**src/rtl/sram_pkg.sv**
```systemverilog
// sram_pkg: shared defaults and the reader state encoding used by sram_reader
// and its buffer sub-module.
package sram_pkg;

  localparam int SRAM_ADDR_W = 8;
  localparam int SRAM_DATA_W = 8;

  typedef enum logic [1:0] {
    ST_IDLE  = 2'd0,
    ST_READ  = 2'd1,
    ST_DRAIN = 2'd2,
    ST_DONE  = 2'd3
  } rd_state_e;

endpackage

```
**src/rtl/sram_reader_fifo.sv**
```systemverilog
// sram_reader_fifo: two-entry first-word-fall-through buffer between the SRAM
// read port and the streaming output.
//
// Ports:
//   clk, rstn     clock, synchronous active-low reset
//   i_push        write i_push_data (dropped if full)
//   i_push_data   word to store
//   i_pop         discard the head entry (ignored if empty)
//   o_head        head entry; storage resets to 0 so the head reads 0 after reset
//   o_count       occupancy 0..2
//   o_full        occupancy == 2
//   o_empty       occupancy == 0
module sram_reader_fifo
  import sram_pkg::*;
#(
  parameter int DATA_W = SRAM_DATA_W
) (
  input  logic              clk,
  input  logic              rstn,
  input  logic              i_push,
  input  logic [DATA_W-1:0] i_push_data,
  input  logic              i_pop,
  output logic [DATA_W-1:0] o_head,
  output logic [1:0]        o_count,
  output logic              o_full,
  output logic              o_empty
);

  logic [DATA_W-1:0] r_mem [2];
  logic              r_wr_idx;
  logic              r_rd_idx;
  logic [1:0]        r_count;
  logic              w_push_ok;
  logic              w_pop_ok;

  assign w_push_ok = i_push && (r_count != 2'd2);
  assign w_pop_ok  = i_pop && (r_count != 2'd0);

  always_ff @(posedge clk) begin
    if (!rstn) begin
      r_mem[0] <= '0;
      r_mem[1] <= '0;
      r_wr_idx <= 1'b0;
      r_rd_idx <= 1'b0;
      r_count  <= 2'd0;
    end else begin
      if (w_push_ok) begin
        r_mem[r_wr_idx] <= i_push_data;
        r_wr_idx        <= ~r_wr_idx;
      end
      if (w_pop_ok) begin
        r_rd_idx <= ~r_rd_idx;
      end
      case ({w_push_ok, w_pop_ok})
        2'b10:   r_count <= r_count + 2'd1;
        2'b01:   r_count <= r_count - 2'd1;
        default: r_count <= r_count;
      endcase
    end
  end

  assign o_head  = r_mem[r_rd_idx];
  assign o_count = r_count;
  assign o_full  = (r_count == 2'd2);
  assign o_empty = (r_count == 2'd0);

endmodule

```
**src/rtl/sram_reader.sv**
```systemverilog
// sram_reader: streams an inclusive SRAM address range (wrapping through 0)
// out over a valid/ready interface, keeping at most two words outstanding.
//
// Ports:
//   clk, rstn                 clock, synchronous active-low reset
//   start                     one-cycle request, accepted only in IDLE
//   base_addr, last_addr      inclusive range, sampled on accepted start
//   sram_cen, sram_wen        active-low SRAM controls (wen tied high)
//   sram_addr, sram_dout      SRAM address / read data (1-cycle latency)
//   dout, dout_valid          streamed word from the buffer head
//   dout_ready                sink handshake
//   busy, done                readout in progress / one-cycle completion pulse
//   mismatch_cnt              down-count checker errors (0 unless enabled)
//
// Build option: define SRAM_READER_CHECK_EN to add the down-count checker.
//
// state | meaning
// IDLE  | waiting for start
// READ  | issuing reads while the buffer has room
// DRAIN | last read issued, emptying buffer and in-flight read
// DONE  | one-cycle done pulse
module sram_reader
  import sram_pkg::*;
#(
  parameter int ADDR_W = SRAM_ADDR_W,
  parameter int DATA_W = SRAM_DATA_W
) (
  input  logic              clk,
  input  logic              rstn,
  input  logic              start,
  input  logic [ADDR_W-1:0] base_addr,
  input  logic [ADDR_W-1:0] last_addr,
  output logic              sram_cen,
  output logic              sram_wen,
  output logic [ADDR_W-1:0] sram_addr,
  input  logic [DATA_W-1:0] sram_dout,
  output logic [DATA_W-1:0] dout,
  output logic              dout_valid,
  input  logic              dout_ready,
  output logic              busy,
  output logic              done,
  output logic [7:0]        mismatch_cnt
);

  rd_state_e         r_state;
  rd_state_e         w_state_nxt;
  logic [ADDR_W-1:0] r_rd_ptr;
  logic [ADDR_W-1:0] r_end;
  logic              r_inflight;
  logic              w_issue;
  logic              w_pop;
  logic              w_start_acc;
  logic [2:0]        w_occ;
  logic [1:0]        w_count;
  logic              w_full;
  logic              w_empty;

  assign w_start_acc = (r_state == ST_IDLE) && start;
  assign w_pop       = !w_empty && dout_ready;

  // Occupancy once this cycle's pop and the pending capture settle. Counting
  // the same-cycle pop is what sustains one word per cycle with two entries.
  assign w_occ = {1'b0, w_count} + {2'b00, r_inflight} - {2'b00, w_pop};

  always_comb begin
    w_state_nxt = r_state;
    w_issue     = 1'b0;
    case (r_state)
      ST_IDLE: begin
        if (start) w_state_nxt = ST_READ;
      end
      ST_READ: begin
        if (!w_full && (w_occ < 3'd2)) begin
          w_issue = 1'b1;
          if (r_rd_ptr == r_end) w_state_nxt = ST_DRAIN;
        end
      end
      ST_DRAIN: begin
        if (w_occ == 3'd0) w_state_nxt = ST_DONE;
      end
      ST_DONE: begin
        w_state_nxt = ST_IDLE;
      end
      default: w_state_nxt = ST_IDLE;
    endcase
  end

  always_ff @(posedge clk) begin
    if (!rstn) begin
      r_state    <= ST_IDLE;
      r_rd_ptr   <= '0;
      r_end      <= '0;
      r_inflight <= 1'b0;
    end else begin
      r_state    <= w_state_nxt;
      r_inflight <= w_issue;
      if (w_start_acc) begin
        r_rd_ptr <= base_addr;
        r_end    <= last_addr;
      end else if (w_issue) begin
        r_rd_ptr <= r_rd_ptr + ADDR_W'(1);
      end
    end
  end

  sram_reader_fifo #(
    .DATA_W(DATA_W)
  ) u_fifo (
    .clk        (clk),
    .rstn       (rstn),
    .i_push     (r_inflight),
    .i_push_data(sram_dout),
    .i_pop      (w_pop),
    .o_head     (dout),
    .o_count    (w_count),
    .o_full     (w_full),
    .o_empty    (w_empty)
  );

  assign sram_cen   = ~w_issue;
  assign sram_wen   = 1'b1;
  assign sram_addr  = r_rd_ptr;
  assign dout_valid = !w_empty;
  assign busy       = (r_state != ST_IDLE);
  assign done       = (r_state == ST_DONE);

`ifdef SRAM_READER_CHECK_EN
  logic [7:0]        r_mis_cnt;
  logic [DATA_W-1:0] r_expect;
  logic              r_first;

  // Each word is expected to be one less than the word before it; the first
  // word of a readout only seeds the expectation.
  always_ff @(posedge clk) begin
    if (!rstn) begin
      r_mis_cnt <= 8'd0;
      r_expect  <= '0;
      r_first   <= 1'b1;
    end else if (w_start_acc) begin
      r_mis_cnt <= 8'd0;
      r_first   <= 1'b1;
    end else if (w_pop) begin
      r_first  <= 1'b0;
      r_expect <= dout - DATA_W'(1);
      if (!r_first && (dout != r_expect) && (r_mis_cnt != 8'hFF)) begin
        r_mis_cnt <= r_mis_cnt + 8'd1;
      end
    end
  end

  assign mismatch_cnt = r_mis_cnt;
`else
  assign mismatch_cnt = 8'd0;
`endif

endmodule

```
**config.mk**
```make
export PLATFORM = sky130hd
export DESIGN_NAME = sram_reader
export DESIGN_NICKNAME = d
export VERILOG_FILES = /design/src/rtl/sram_pkg.sv /design/src/rtl/sram_reader_fifo.sv /design/src/rtl/sram_reader.sv
export SDC_FILE = /design/constraint.sdc
export NUM_CORES = 1
export LEC_CHECK = 0
export ABC_AREA = 0
export BUFFER_PORTS_ARGS = -buffer_cell sky130_fd_sc_hd__buf_4
export CORE_MARGIN = 2
export CORE_UTILIZATION = 35
export DETAILED_ROUTE_END_ITERATION = 10
export HOLD_SLACK_MARGIN = 0.02
export PLACE_DENSITY = 0.63
export SYNTH_ARGS = -nofsm -noshare
export SYNTH_HDL_FRONTEND = slang
export SYNTH_HIERARCHICAL = 1
export SYNTH_SLANG_ARGS = --single-unit
export TNS_END_PERCENT = 10
```
**constraint.sdc**
```tcl
create_clock -name clk -period 8.07 [get_ports clk]
set_input_delay 1.614 -clock clk [delete_from_list [all_inputs] [get_ports clk]]
set_output_delay 1.614 -clock clk [all_outputs]
set_load 0.02 [all_outputs]
```
==> results of run 1 <==
-- registers in the layout, summed over array words and instances (netlist names), named ones only --
register         cells
u_fifo/o_count       2
r_state              2
r_end                8
r_inflight           1
u_fifo/r_wr_idx      1
u_fifo/r_mem        16
u_fifo/r_rd_idx      1
sram_addr            8
-- per-layer routing --
| layer | up-vias | wire (µm) | part of all wire |
|---|---|---|---|
| met3 | 2 | 217 | 0.055 |
| met4 | 0 | 16 | 0.0041 |
| met2 | 44 | 1825 | 0.47 |
| met5 | - | 0 | 0 |
| met1 | 699 | 1851 | 0.47 |
| li1 | 796 | - | - |
-- cells in the final DEF (no fill, tap or decap) --
master / Yosys / final
and3_1: 1 / 1
buf_4: 9 / 47
nand2b_2: 1 / 1
nor2b_1: 3 / 3
nand2_1: 32 / 32
nor3b_4: 1 / 1
conb_1: 2 / 9
or3_1: 2 / 2
nand3_1: 1 / 1
nor2_1: 20 / 20
o21a_1: 1 / 1
a21boi_2: 1 / 1
edfxtp_1: 16 / 16
mux2i_1: 2 / 2
bufinv_16: 0 / 3
clkbuf_8: 0 / 5
a2111o_1: 1 / 1
o21ai_0: 10 / 10
and3_2: 1 / 1
nand2b_1: 2 / 2
mux2_2: 8 / 8
a211oi_1: 2 / 2
a21oi_1: 15 / 15
inv_2: 1 / 1
xor2_1: 15 / 15
fa_1: 1 / 1
o211a_1: 1 / 1
o211ai_1: 1 / 1
ha_1: 9 / 9
a21boi_0: 1 / 1
nor4_2: 2 / 2
and2_1: 2 / 2
nand4_1: 5 / 5
xnor2_1: 4 / 4
dfxtp_1: 24 / 24
inv_1: 10 / 10
-- through the flow --
stage / total power [mW] / util / instances / instance area, µm² / setup slack (ns)
3_3_place_gp: 0.6028 / 0.4198 / 327 / 2441 / 2.792
5_1_grt: 0.8835 / 0.4471 / 335 / 2600 / 2.592
4_1_cts: 0.8317 / 0.4471 / 335 / 2600 / 2.756
6_report: 0.8215 / 0.4471 / 335 / 2600 / 2.755
2_1_floorplan: 0.5159 / - / 222 / 2100 / 3.100
3_5_place_dp: 0.6053 / 0.4198 / 327 / 2441 / 2.767
-- power breakdown --
| group | internal [mW] | switching, mW | total [mW] |
|---|---|---|---|
| registers | 0.254 | 0.0417 | 0.295 |
| clock network | 0.155 | 0.0692 | 0.224 |
| logic | 0.133 | 0.169 | 0.302 |
-- Yosys cell counts (3+ instances only) --
| master | n | area (µm²) |
|---|---|---|
| xnor2_1 | 4 | 35.03 |
| mux2_2 | 8 | 90.09 |
| buf_4 | 9 | 67.56 |
| dfxtp_1 | 24 | 480.5 |
| inv_1 | 10 | 37.54 |
| edfxtp_1 | 16 | 480.5 |
| ha_1 | 9 | 112.6 |
| xor2_1 | 15 | 131.4 |
| nand2_1 | 32 | 120.1 |
| clkbuf_1 | 7 | 26.28 |
| nor2b_1 | 3 | 18.77 |
| nor2_1 | 20 | 75.07 |
| nand4_1 | 5 | 31.28 |
| a21oi_1 | 15 | 75.07 |
| o21ai_0 | 10 | 50.05 |
-- worst max path at each step --
stage	from	endpoint	cells after the start
floorplan	dout_ready	sram_cen	9
global placement	dout_ready	sram_cen	11
detailed placement	dout_ready	sram_cen	11
CTS	dout_ready	sram_cen	11
global route	dout_ready	sram_cen	11
finish	dout_ready	sram_cen	11
-- layout make-up --
class                   instances  area [µm²]
multi-input cells             154       992.2
repair buffers                 47       352.8
clock inverters                 3       90.09
well taps                      75       93.84
fillers                       598        3216
clock buffers                   5       68.82
inverters                      11       41.29
flip-flops and latches         40       960.9
-- cells by family (layout without fill, tap and decap cells) --
group                    Yosys count  count (layout)  synth area share
other                              2               9          0.003622
AND/OR/NAND/NOR                   73              73            0.1708
flip-flops                        40              40            0.4635
adder cells (fa/ha/maj)           10              10           0.06397
buffers and inverters             28              66           0.07061
XOR/XNOR                          19              19           0.08027
multiplexers                      10              10           0.05311
AO/OA/AOI/OAI                     33              33           0.09415
-- worst register-to-register path: stages (launching register included) --
cell      delay, ns
dfxtp_1        0.50
nor2_1         0.09
nor2b_1        0.17
ha_1           0.25
inv_1          0.05
ha_1           0.13
inv_1          0.05
fa_1           0.51
nand2b_1       0.11
nor3b_4        0.39
nand4_1        0.17
xor2_1         0.16
a21oi_1        0.08
==> results.yml, run 1 <==
synth:
  yosysSeqAreaShare: 0.4635
  syn_avg_cell_area_um2: 9.643
  synth_flop_cell: "dfxtp_1"
  synth_enable_flop_cells: 16
  async_flop_share: 0
  netlist_area_mm2: 0.002073
  synth_cells: 215
  ys.warnings.count: 6
  yosysUniqueCellTypes: 36
  synth-seq-cells: 40
power_and_ir_drop:
  peakVddDrop_uv: 170.3
  power_density_mw_per_mm2: 316.0
  leakagePower_nw: 1.140
critical_path:
  r2r_cells: 12
  reg2reg_slack_ns: 5.27
  slowest_delay_ns: 0.51
  crit_family: "adder cells"
  worst_path_most_repeated_cell: "inv_1"
  path_buf_inv: 5
  crit_path_end_kind: "output port"
  regToRegStartpoint: "u_fifo/o_count[1]$_SDFFE_PN0P_"
  critPathLaunchType: "input pin"
  arrival_ns: 3.70
  crit_fanout: 9
  r2r_end: "sram_addr[3]$_SDFFE_PN0P_"
  worstSetupPathType: "input pin to output port"
  slowest_stage: "fa_1"
  path_cells: "buf_4 > nor2b_1 > ha_1 > inv_1 > ha_1 > inv_1 > fa_1 > nand2b_1 > nor3b_4 > inv_1 > buf_4"
  crit_required_ns: 6.46
die:
  die_w_um: 80.97
  die-area_mm2: 0.006555
  start_util: 0.3565
  rows: 28
  die_h_um: 80.97
  num_io_pins: 57
  coreArea_mm2: 0.005816
place:
  globalplace.congestion: 0.7596
  place_hpwl_um: 2860
  portBuffers: 47
grt:
  grt_max_degree: 26
  use_met3: 0.03444
  grt_use_met2: 0.2190
  grtUsageMet1: 0.1677
  first_global_vias: 1462
  grt_overflow: 0
  grt_usage: 0.1311
  grt_pass1_wl_um: 6672
  busiest_layer: "met2"
  antenna_found_initial: 0
sta:
  hold_viol: 0
  period_needed_ns: 5.315
  worst-slew-pin-transition_ns: 0.7116
  hold_slack_ns: 0.4671
  final.setup.tns_ns: 0
  finalMaxSlewViolations: 0
  fmax_mhz: 188.2
  skew_ns: 0.007103
  relSlewSlack: 0.5245
  rsz0062_at_grt: "false"
  finalSetupViolCount: 0
  fin_crit_sh: 0.6586
worst_hold_path:
  hp-start: "r_end[7]$_SDFFE_PN0P_"
  hold_path_depth: 2
  hold_class: "register to register"
  hold_end: "r_end[7]$_SDFFE_PN0P_"
flow_run:
  cap_viol_max_count: 0
routing:
  drt-vias-per-instance: 4.600
  first_pass_iters: 4
  final_antenna_net_count: 0
  drc: 0
  vias: 1541
  finalWirelength_um: 3910
  wl_per_cell_um: 11.67
  first_iter_violations: 86
clock_network:
  cts_made_buffers: 5
  cts_setup_buffers: 0
  cts_buffer_depth: 2
  cts_resized: 0
  clk_latency_ns: 0.29
  root_buffer: "clkbuf_8"
  path_clk_slew_ns: 0.08
  cts.hold.buffers_added: 0
  cts_max_level: 2
  clock_sinks: 40
  tritoncts: "built"
final_layout:
  num_antenna_cells: 0
  areaGrowthSynthToFinish_pct: 25.41
  final_layout_size_suffix_gt1_frac: 0.2692
  finalNetCount: 297
outcome:
  status: "finished clean"
Note: power is estimated with default switching activity, not from simulation.
==> run 2: changes to the inputs <==
Clock period 8.07 ns to 5.3 ns, I/O delays scaled along.
==> run 2 against run 1 <==
  * Die area unchanged
  * Critical path type unchanged
  * Cell area fell by 2.4%
  * Utilization decreased by 1.1 points
  * Total power is 37% higher
  * First-iteration DRC count fell by 29%
  * Sequential power is 53% higher
  * Clock power decreased by 4%
==> results.yml, run 2 (same netlist as run 1, synthesis figures left out) <==
outcome:
  status: "finished clean"
sta:
  relSlewSlack: 0.5304
  finalMaxSlewViolations: 0
  skew_ns: 0.01347
  worst-slew-pin-transition_ns: 0.7027
  fmax_mhz: 237.8
  fin_crit_sh: 0.7936
  rsz0062_at_grt: "false"
  hold_viol: 0
  finalSetupViolCount: 0
  setup_slack_ns: 1.094
  period_needed_ns: 4.206
  final.setup.tns_ns: 0
place:
  place_hpwl_um: 2941
  portBuffers: 47
  globalplace.congestion: 0.7426
  placedCellCount: 327
  dp_slack_ns: 1.111
critical_path:
  crit_fanout: 9
  worstSetupPathType: "input pin to output port"
  critPathLaunchType: "input pin"
  arrival_ns: 3.15
  crit_path_end_kind: "output port"
  crit_required_ns: 4.24
clock_network:
  path_clk_slew_ns: 0.07
  root_buffer: "clkbuf_8"
  cts_max_level: 2
  cts_buffer_depth: 2
  cts_made_buffers: 5
  cts.hold.buffers_added: 0
  clock_sinks: 40
  tritoncts: "built"
  clk_latency_ns: 0.29
  cts_setup_buffers: 0
  cts_resized: 0
grt:
  antenna_found_initial: 0
  grt_overflow: 0
  first_global_vias: 1510
  grt_pass1_wl_um: 6837
  grt_max_degree: 26
  grt_usage: 0.1351
routing:
  final_antenna_net_count: 0
  wl_per_cell_um: 12.32
  drc: 0
  met3WireLength_um: 229
  wl_met2_um: 1968
  dr.max_layer_used: "met4"
  vias: 1543
  first_pass_iters: 4
  finalWirelength_um: 4127
  drt-met1-wl_um: 1905
  drt-vias-per-instance: 4.606
  first_iter_violations: 61
die:
  die_h_um: 80.97
  rows: 28
  die-area_mm2: 0.006555
  die_w_um: 80.97
  num_io_pins: 57
  coreArea_mm2: 0.005816
  start_util: 0.3565
final_layout:
  largest_reg_flops: 16
  num_antenna_cells: 0
  multi_input_area_um2: 992.2
  seq_area_um2: 960.9
  finalNetCount: 297
  final_common_cell: "buf_4"
  final_layout_size_suffix_gt1_frac: 0.2692
  finalNonFillerCells: 335
  mostFrequentLayoutCells: "buf_4 (47), nand2_1 (32), dfxtp_1 (24)"
  areaGrowthSynthToFinish_pct: 22.45
  regMostFlops: "u_fifo/r_mem"
  layout.core_utilization: 0.4365
  fillers: 602
worst_hold_path:
  hold_class: "register to register"
power_and_ir_drop:
  peakVddDrop_uv: 218.2
  leakagePower_nw: 1.110
  power_density_mw_per_mm2: 444.4
  finalPower_mw: 1.128
flow_run:
  cap_viol_max_count: 0
[run 2: changes by cell type in the layout (fill, tap and decap cells not counted), sizes merged]
cell | before | now
bufinv | 3 | 0
clkbuf | 5 | 7
clkinvlp | 0 | 1
[run 2: final cells by class]
class	count	share of cell area
Inverter	11	0.01626
Tap cell	75	0.03696
Clock inverter	1	0.002957
Multi-Input combinational cell	154	0.3908
Timing Repair Buffer	47	0.1390
Sequential cell	40	0.3785
Clock buffer	7	0.03549
[run 2: per-stage QoR]
step	cell area, µm²	hold WS, ns
2_1_floorplan	2100	0.4478
3_3_place_gp	2441	0.4543
3_5_place_dp	2441	0.4612
4_1_cts	2539	0.4727
5_1_grt	2539	0.4842
6_report	2539	0.4671
[run 2: path summary, 6_finish.rpt]
kind | slack (ns) | endpoint | start | cells after the start
max | 1.09 | sram_cen | dout_ready | 11
min | 0.47 | r_end[0]$_SDFFE_PN0P_ | r_end[0]$_SDFFE_PN0P_ | 2
max reg2reg | 2.51 | sram_addr[3]$_SDFFE_PN0P_ | u_fifo/o_count[1]$_SDFFE_PN0P_ | 12
min reg2reg | 0.47 | r_end[0]$_SDFFE_PN0P_ | r_end[0]$_SDFFE_PN0P_ | 2
[run 2: critical path, stage by stage]
cell and delay [ns]:
buf_4 0.11, nor2b_1 0.13, ha_1 0.28, inv_1 0.05, ha_1 0.13, inv_1 0.05, fa_1 0.50, nand2b_1 0.12
nor3b_4 0.39, inv_1 0.14, buf_4 0.18
[run 2: layer usage]
| metal | vias to the layer above | global-route usage |
|---|---|---|
| li1 | 792 | - |
| met1 | 699 | 0.1672 |
| met5 | - | 0 |
| met3 | 4 | 0.03000 |
| met2 | 48 | 0.2347 |
| met4 | 0 | 0.04068 |
[run 2: power breakdown]
part           switching, mW  internal, mW
clock network          0.103         0.111
registers             0.0658         0.386
logic                  0.259         0.203
total                  0.428         0.700
